==> src/rtl/mac_sequencer_pkg.sv <==
// Shared widths, FSM state encoding and length check for the MAC sequencer.
package mac_sequencer_pkg;

    localparam int A_W   = 8;
    localparam int B_W   = 9;
    localparam int P_W   = 17;
    localparam int DEPTH = 8;
    localparam int LEN_W = 4;
    localparam int IDX_W = $clog2(DEPTH);

    typedef enum logic [1:0] {
        IDLE,
        RUN,
        WAIT,
        DONE
    } state_t;

    // A run length is usable only when it names at least one and at most DEPTH entries.
    function automatic logic length_ok(input logic [LEN_W-1:0] len);
        return (len != '0) && (len <= LEN_W'(DEPTH));
    endfunction

endpackage

==> src/rtl/operand_regfile.sv <==
// Eight-entry {A, B} operand buffer: one write port locked out while busy,
// one combinational read port.
module operand_regfile
    import mac_sequencer_pkg::*;
(
    input  logic                  clock,
    input  logic                  reset,
    input  logic                  busy,
    input  logic                  wr_en,
    input  logic [IDX_W-1:0]      wr_addr,
    input  logic signed [A_W-1:0] wr_a,
    input  logic signed [B_W-1:0] wr_b,
    input  logic [IDX_W-1:0]      rd_addr,
    output logic signed [A_W-1:0] rd_a,
    output logic signed [B_W-1:0] rd_b
);

    logic signed [A_W-1:0] mem_a [DEPTH];
    logic signed [B_W-1:0] mem_b [DEPTH];

    // NOTE: the buffer is reset, so a run launched before any load reads zeros, never X.
    always_ff @(posedge clock or posedge reset) begin
        if (reset) begin
            for (int i = 0; i < DEPTH; i++) begin
                mem_a[i] <= '0;
                mem_b[i] <= '0;
            end
        end else if (wr_en && !busy) begin
            mem_a[wr_addr] <= wr_a;
            mem_b[wr_addr] <= wr_b;
        end
    end

    assign rd_a = mem_a[rd_addr];
    assign rd_b = mem_b[rd_addr];

endmodule

==> src/rtl/mac_sequencer.sv <==
// Steps through N buffered operand pairs, presenting one signed product per cycle
// to a downstream accumulator, then flags the final sum.
module mac_sequencer
    import mac_sequencer_pkg::*;
(
    input  logic                  clock,
    input  logic                  reset,
    input  logic                  load_en,
    input  logic [IDX_W-1:0]      load_addr,
    input  logic signed [A_W-1:0] load_a,
    input  logic signed [B_W-1:0] load_b,
    input  logic                  start,
    input  logic [LEN_W-1:0]      length,
    output logic signed [P_W-1:0] product,
    output logic                  start_accumulate,
    output logic                  sum_valid,
    output logic                  busy,
    output logic                  len_err
);

    state_t                state;
    logic [IDX_W-1:0]      idx;
    logic [LEN_W-1:0]      len_q;
    logic signed [A_W-1:0] rd_a;
    logic signed [B_W-1:0] rd_b;
    logic signed [P_W-1:0] a_ext;
    logic signed [P_W-1:0] b_ext;
    logic                  last;

    assign busy  = (state != IDLE);
    assign a_ext = {{(P_W-A_W){rd_a[A_W-1]}}, rd_a};
    assign b_ext = {{(P_W-B_W){rd_b[B_W-1]}}, rd_b};
    assign last  = ({1'b0, idx} == len_q - LEN_W'(1));

    operand_regfile u_regfile (
        .clock   (clock),
        .reset   (reset),
        .busy    (busy),
        .wr_en   (load_en),
        .wr_addr (load_addr),
        .wr_a    (load_a),
        .wr_b    (load_b),
        .rd_addr (idx),
        .rd_a    (rd_a),
        .rd_b    (rd_b)
    );

    // NOTE: pulse outputs default to 0 at the top of the clocked block, so every
    // branch only states when they are high; all state uses non-blocking updates.
    always_ff @(posedge clock or posedge reset) begin
        if (reset) begin
            state            <= IDLE;
            idx              <= '0;
            len_q            <= '0;
            product          <= '0;
            start_accumulate <= 1'b0;
            sum_valid        <= 1'b0;
            len_err          <= 1'b0;
        end else begin
            product          <= '0;
            start_accumulate <= 1'b0;
            sum_valid        <= 1'b0;
            len_err          <= 1'b0;
            case (state)
                IDLE: begin
                    if (start) begin
                        if (length_ok(length)) begin
                            state <= RUN;
                            idx   <= '0;
                            len_q <= length;
                        end else begin
                            len_err <= 1'b1;
                        end
                    end
                end
                RUN: begin
                    // Product is exact: 8x9 signed always fits in 17 bits.
                    product          <= a_ext * b_ext;
                    start_accumulate <= (idx == '0);
                    if (last) begin
                        state <= WAIT;
                        idx   <= '0;
                    end else begin
                        idx <= idx + IDX_W'(1);
                    end
                end
                WAIT: begin
                    state     <= DONE;
                    sum_valid <= 1'b1;
                end
                DONE: begin
                    state <= IDLE;
                end
                default: state <= IDLE;
            endcase
        end
    end

endmodule
==> config.mk <==
export PLATFORM = sky130hd
export DESIGN_NAME = mac_sequencer
export DESIGN_NICKNAME = d
export VERILOG_FILES = /design/src/rtl/mac_sequencer_pkg.sv /design/src/rtl/operand_regfile.sv /design/src/rtl/mac_sequencer.sv
export SDC_FILE = /design/constraint.sdc
export NUM_CORES = 1
export LEC_CHECK = 0
export CAP_MARGIN = 20
export CORE_UTILIZATION = 55
export CTS_CLUSTER_DIAMETER = 80
export DETAILED_ROUTE_END_ITERATION = 7
export PLACE_DENSITY = 0.88
export SKIP_CTS_REPAIR_TIMING = 1
export SYNTH_ARGS = -nofsm -noshare
export SYNTH_HDL_FRONTEND = slang
export SYNTH_SLANG_ARGS = --single-unit
export TNS_END_PERCENT = 50
==> constraint.sdc <==
create_clock -name clock -period 5 [get_ports clock]
set_input_delay 0.75 -clock clock [delete_from_list [all_inputs] [get_ports clock]]
set_output_delay 0.75 -clock clock [all_outputs]
set_load 0.02 [all_outputs]
==> impl_metrics.py, run 1 <==
metrics = {
    "status": {
        "outcome": "complete, but fails checks",
        "violations": "setup timing",
    },
    "floorplanning": {
        "chipHeight_microns": 137.7,
        "core_sq_mm": 0.01802,
        "start_util_pct": 56.20,
        "rows": 49,
        "dieArea_sq_mm": 0.01896,
        "ioPinCount": 49,
        "dieWidth_microns": 137.7,
    },
    "sta": {
        "tightest_slew_ns": 1.051,
        "hold_viol": 0,
        "drv_slew": 0,
        "finalCritPeriodShare_pct": 106.6,
        "setup_viol": 7,
        "fmax_mhz": 187.5,
        "skew_ns": 0.005086,
        "setup_ws_ns": -0.3322,
        "tns_ns": -1.644,
        "post-route-min-period_ns": 5.332,
        "hold_slack_ns": 0.4964,
        "rsz0062_at_grt": "yes",
        "slew_headroom_pct": 29.96,
    },
    "yosys": {
        "avgSynthCellArea_sq_um": 13.17,
        "synth_edf_count": 0,
        "synth_top_area_share_pct": 40.76,
        "syn_inst": 769,
        "synth_area_leader_cell": "dfrtp_1",
        "ys_ff_latch": 165,
        "synth_area_leaders": "dfrtp_1, mux2_2, fa_1, mux4_2, ha_1",
        "ys_seq_area_share_pct": 40.76,
        "synth_nets": 896,
        "synth_warnings": 0,
        "synth.distinct_cells": 52,
        "async_flop_share_pct": 100.0,
        "synth_ff_type": "dfrtp_1",
        "synth_area_sq_mm": 0.01013,
    },
    "grt": {
        "grt_start_max_net_pins": 130,
        "grt_pass1_wl_microns": 35660,
        "grt_pass1_vias": 7057,
        "grtUsageTotal_pct": 25.37,
        "antenna_found_initial": 0,
        "grt_overflow_total": 0,
    },
    "detailed_routing": {
        "remaining_drc_errors": 0,
        "drt-pass1-iter-count": 4,
        "wl_per_cell_microns": 20.98,
        "ant_nets": 0,
        "viasPerCell": 5.787,
        "wl_microns": 24420,
        "drt_iter0_drc": 506,
        "num_vias": 6736,
    },
    "finish": {
        "n_antenna_cell": 0,
        "multi_input_area_sq_mm": 0.005798,
        "seq_area_sq_mm": 0.004131,
        "final_cells": 1164,
        "final_cell_mix": "dfrtp_1, mux2_2, inv_1, buf_4, fa_1",
        "nets": 1049,
        "fillers": 1116,
        "layout_commonest_cell": "dfrtp_1",
        "drive_gt1_share_pct": 41.07,
        "syn_to_final_growth_pct": 25.80,
    },
    "place": {
        "dp_cells": 1099,
        "dp_hpwl_microns": 15020,
        "portBuffers": 48,
        "gp_congestion": 0.8190,
        "pre_cts_slack_ns": -0.4077,
    },
    "setup_path": {
        "worstPathArrival_ns": 5.65,
        "r2r_slack_ns": -0.33,
        "cp_common_cell": "fa_1",
        "cpMaxStageDelayCell": "fa_1",
        "cp-end-kind": "register",
        "crit_required_ns": 5.31,
        "crit_buf_inv": 6,
        "crit_chain": "buf_6, buf_12, buf_4, mux4_2, mux2i_4, or2_4, buf_4, fa_2, buf_6, fa_1, fa_1, fa_1, inv_1, ha_4, a21oi_4, nand2_1, a21oi_2, o21ai_0, nor3b_2",
        "path_max_fanout": 5,
        "startpoint_type": "register",
        "cp_top_family": "adder cells",
        "criticalPathCategory": "register to register",
        "max_stage_delay_ns": 0.57,
    },
    "clock_network": {
        "clk_pin_slew_ns": 0.07,
        "cts_tree": "built",
        "clockBufferDepth": 2,
        "root_buffer": "clkbuf_16",
        "htreeDepth": 4,
        "clock_latency_ns": 0.43,
        "cts_num_sinks": 165,
        "cts_made_buffers": 17,
    },
    "hold_path": {
        "hp-class": "register to register",
    },
    "flow_run": {
        "maxCapViolations": 0,
    },
}
-- sequential cells by signal (all words and copies together) (netlist names) --
signal and flops:
product 17, start_accumulate 1, state 2, sum_valid 1, u_regfile.mem_a 64, len_err 1, u_regfile.mem_b 72, idx 3
len_q 4
-- stage by stage --
| stage | util, % | area, sq um |
|---|---|---|
| 6_report | 70.70 | 12740 |
| 5_1_grt | 70.70 | 12740 |
| 4_1_cts | 66.87 | 12050 |
| 3_5_place_dp | 63.53 | 11450 |
| 3_3_place_gp | 63.14 | 11380 |
| 2_1_floorplan | - | 10140 |
-- worst reg2reg max path: stages, from the launching register on --
cell     delay, ns
dfrtp_2       0.43
buf_6         0.16
buf_12        0.12
buf_4         0.12
mux4_2        0.54
mux2i_4       0.28
or2_4         0.20
buf_4         0.11
fa_2          0.46
buf_6         0.16
fa_1          0.57
fa_1          0.47
fa_1          0.56
inv_1         0.07
ha_4          0.26
a21oi_4       0.17
nand2_1       0.11
a21oi_2       0.16
o21ai_0       0.09
nor3b_2       0.18
-- cells by family after synthesis --
kind of cell	count (synthesis)	share of synthesized area [%]
muxes	194	26.66
DFF	165	40.76
and+or+nand+nor	130	6.534
buffers and inverters	121	5.114
adders and majority gates	99	16.75
AOI/OAI and AO/OA	43	2.717
xor gates and xnor gates	17	1.470
-- synthesized netlist by cell type, types with 3 or more instances --
library cell	number
and2_1	4
nand2_1	12
a21oi_1	9
dfrtp_1	165
mux2i_4	11
mux4_2	34
or3_1	3
inv_1	98
nand2b_1	9
a21o_1	3
mux2_1	12
xnor2_1	13
a211oi_1	3
o21ai_0	14
mux2i_2	6
ha_1	38
nor3_1	4
or2_1	8
buf_6	3
or2_2	8
nor2b_1	8
xor2_1	4
mux2i_1	5
mux2_2	126
nor2_2	6
fa_1	61
buf_2	14
nor2_1	59
-- layer usage --
layer	GRT usage, %	share of wire [%]	vias to the layer above
met5	0	0	-
met4	8.877	2.7	0
met3	4.562	4.3	65
met2	44.50	53	213
met1	31.47	39	3543
li1	-	-	2915
-- final timing paths --
| kind | endpoint | startpoint | cells past startpoint |
|---|---|---|---|
| worst max-delay path | product[16] | idx[0] | 19 |
| max in group asynchronous | idx[0] | reset | 3 |
| worst min register to register | u_regfile.mem_a[44] | u_regfile.mem_a[44] | 1 |
| worst max register to register | product[16] | idx[0] | 19 |
| min in group asynchronous | len_err | reset | 2 |
| worst min-delay path | u_regfile.mem_a[44] | u_regfile.mem_a[44] | 1 |
-- cell type report --
class / instances / share of cell area, %
clock inverter: 13 / 1.335
inverter: 99 / 2.946
tap: 229 / 2.248
timing repair buffer: 156 / 12.16
clock buffer: 19 / 3.397
sequential: 165 / 32.42
multi-input combinational: 483 / 45.50
Power of run 1 is not shown: default switching activity piles up to over one toggle a cycle in this logic, so the estimate is an artifact.
==> inputs of run 2 (changes only) <==
--- a/config.mk
+++ b/config.mk
@@ -6,6 +6,7 @@
 export NUM_CORES = 1
 export LEC_CHECK = 0
 export CAP_MARGIN = 20
+export CORE_MARGIN = 2
 export CORE_UTILIZATION = 55
 export CTS_CLUSTER_DIAMETER = 80
 export DETAILED_ROUTE_END_ITERATION = 7
==> run 2 against run 1 <==
Against the previous run: the flow still finishes with violations (setup timing); fmax rose by 1.5%; worst setup slack gained 0.081 ns; wire length shrank 3.9%; clock skew up 0.0052 ns; die area up 2.9%; first-iteration DRC count fell by 29%; design area is 1.3% lower; cell count shrank 1.3%; critical path type unchanged.
==> impl_metrics.py, run 2 (synthesis gave the netlist of run 1 again) <==
metrics = {
    "sta": {
        "hold_viol": 0,
        "rsz0062_at_grt": "yes",
        "post-route-min-period_ns": 5.251,
        "finalCritPeriodShare_pct": 105.0,
        "fmax_mhz": 190.4,
        "drv_slew": 0,
        "setup_ws_ns": -0.2511,
        "slew_headroom_pct": 30.79,
        "tns_ns": -0.9423,
        "skew_ns": 0.01024,
        "tightest_slew_ns": 1.037,
        "setup_viol": 7,
    },
    "place": {
        "portBuffers": 48,
        "dp_hpwl_microns": 14670,
        "gp_congestion": 0.8269,
    },
    "detailed_routing": {
        "drt_iter0_drc": 361,
        "wl_microns": 23470,
        "remaining_drc_errors": 0,
        "ant_nets": 0,
        "num_vias": 6629,
        "viasPerCell": 5.769,
        "drt-pass1-iter-count": 5,
        "wl_per_cell_microns": 20.43,
    },
    "finish": {
        "final_cell_mix": "dfrtp_1, mux2_2, inv_1, buf_4, nor2_1",
        "drive_gt1_share_pct": 40.59,
        "multi_input_area_sq_mm": 0.005811,
        "syn_to_final_growth_pct": 24.15,
        "top_register": "u_regfile.mem_b",
        "nets": 1033,
        "layout_commonest_cell": "dfrtp_1",
        "top_regs": "u_regfile.mem_b (72), u_regfile.mem_a (64), product (17)",
        "fillers": 1089,
        "seq_area_sq_mm": 0.004131,
        "largest_register_ffs": 72,
    },
    "clock_network": {
        "clock_latency_ns": 0.43,
        "cts_num_sinks": 165,
        "clk_pin_slew_ns": 0.07,
        "cts_made_buffers": 17,
        "root_buffer": "clkbuf_16",
        "cts_tree": "built",
        "htreeDepth": 4,
        "clockBufferDepth": 2,
    },
    "floorplanning": {
        "start_util_pct": 56.20,
        "rows": 49,
        "core_sq_mm": 0.01802,
        "chipHeight_microns": 139.7,
        "dieWidth_microns": 139.7,
        "ioPinCount": 49,
        "dieArea_sq_mm": 0.01952,
    },
    "setup_path": {
        "cpMaxStageDelayCell": "fa_1",
        "startpoint_type": "register",
        "cp-end-kind": "register",
        "cp_common_cell": "fa_1",
        "criticalPathCategory": "register to register",
        "worstPathArrival_ns": 5.60,
        "max_stage_delay_ns": 0.56,
        "crit_required_ns": 5.35,
        "path_max_fanout": 5,
        "crit_chain": "buf_12, buf_8, mux4_2, mux2i_4, buf_4, nor2_1, fa_1, fa_1, fa_1, inv_1, fa_1, inv_1, ha_4, a21o_1, o2111a_1, o41ai_2, mux2i_1",
        "reg2reg_depth": 17,
    },
    "status": {
        "outcome": "complete, but fails checks",
        "violations": "setup timing",
    },
    "grt": {
        "grt_pass1_vias": 7077,
        "grt_overflow_total": 0,
        "grtUsageMet2_pct": 40.98,
        "grt_start_max_net_pins": 166,
        "met1_usage_pct": 28.94,
        "antenna_found_initial": 0,
        "grt_util_met3_pct": 4.818,
        "grtUsageTotal_pct": 23.42,
        "grt_pass1_wl_microns": 35580,
        "busiest_layer": "met2",
    },
    "hold_path": {
        "hp-class": "register to register",
        "whs_path_depth": 1,
    },
    "flow_run": {
        "maxCapViolations": 0,
    },
}
run 2: cell types whose count changed in the layout (fill, tap and decap cells not counted), moves of 3 or more:
cell / delta
inv_2: +3
clkbuf_8: +3
buf_6: -8
buf_4: -7
inv_1: -3
run 2: layout make-up:
type | count | area share [%]
Antenna cell | 1 | 0.01990
Clock buffer | 22 | 3.771
Clock inverter | 10 | 0.9253
Inverter | 99 | 2.985
Multi-Input combinational cell | 483 | 46.20
Sequential cell | 165 | 32.85
Tap cell | 229 | 2.278
Timing Repair Buffer | 140 | 10.96
run 2: path summary, 6_finish.rpt:
check	from	end	slack (ns)
max	idx[0]	product[15]	-0.25
min reg2reg	u_regfile.mem_a[42]	u_regfile.mem_a[42]	0.50
min	u_regfile.mem_a[42]	u_regfile.mem_a[42]	0.50
max in group asynchronous	reset	idx[0]	3.32
max reg2reg	idx[0]	product[15]	-0.25
min in group asynchronous	reset	len_q[3]	0.88
run 2: worst max-delay path, delay by kind of cell (launching register included):
family                     cells  cell delay [ns]
DFF                            1             0.43
AOI/OAI and AO/OA              3             0.76
buffers and inverters          5             0.58
and+or+nand+nor                1             0.08
adders and majority gates      5             2.36
muxes                          3             0.98
run 2: per-layer routing:
| metal | vias up | wire length (microns) |
|---|---|---|
| li1 | 2895 | - |
| met1 | 3444 | 9235 |
| met2 | 229 | 12430 |
| met3 | 61 | 1132 |
| met4 | 0 | 673 |
| met5 | - | 0 |
run 2: stage by stage:
step	util [%]	instance area [sq um]	worst slack [ns]	std cells	hold WS (ns)
2_1_floorplan	-	10140	-0.2053	769	0.4587
3_3_place_gp	63.07	11370	-0.2655	1096	0.4710
3_5_place_dp	63.07	11370	-0.4355	1096	0.4769
4_1_cts	66.35	11960	-0.4634	1128	0.5005
5_1_grt	69.76	12570	-0.3782	1148	0.5179
6_report	69.77	12580	-0.2511	1149	0.4990
Power of run 2 is left out for the same reason.
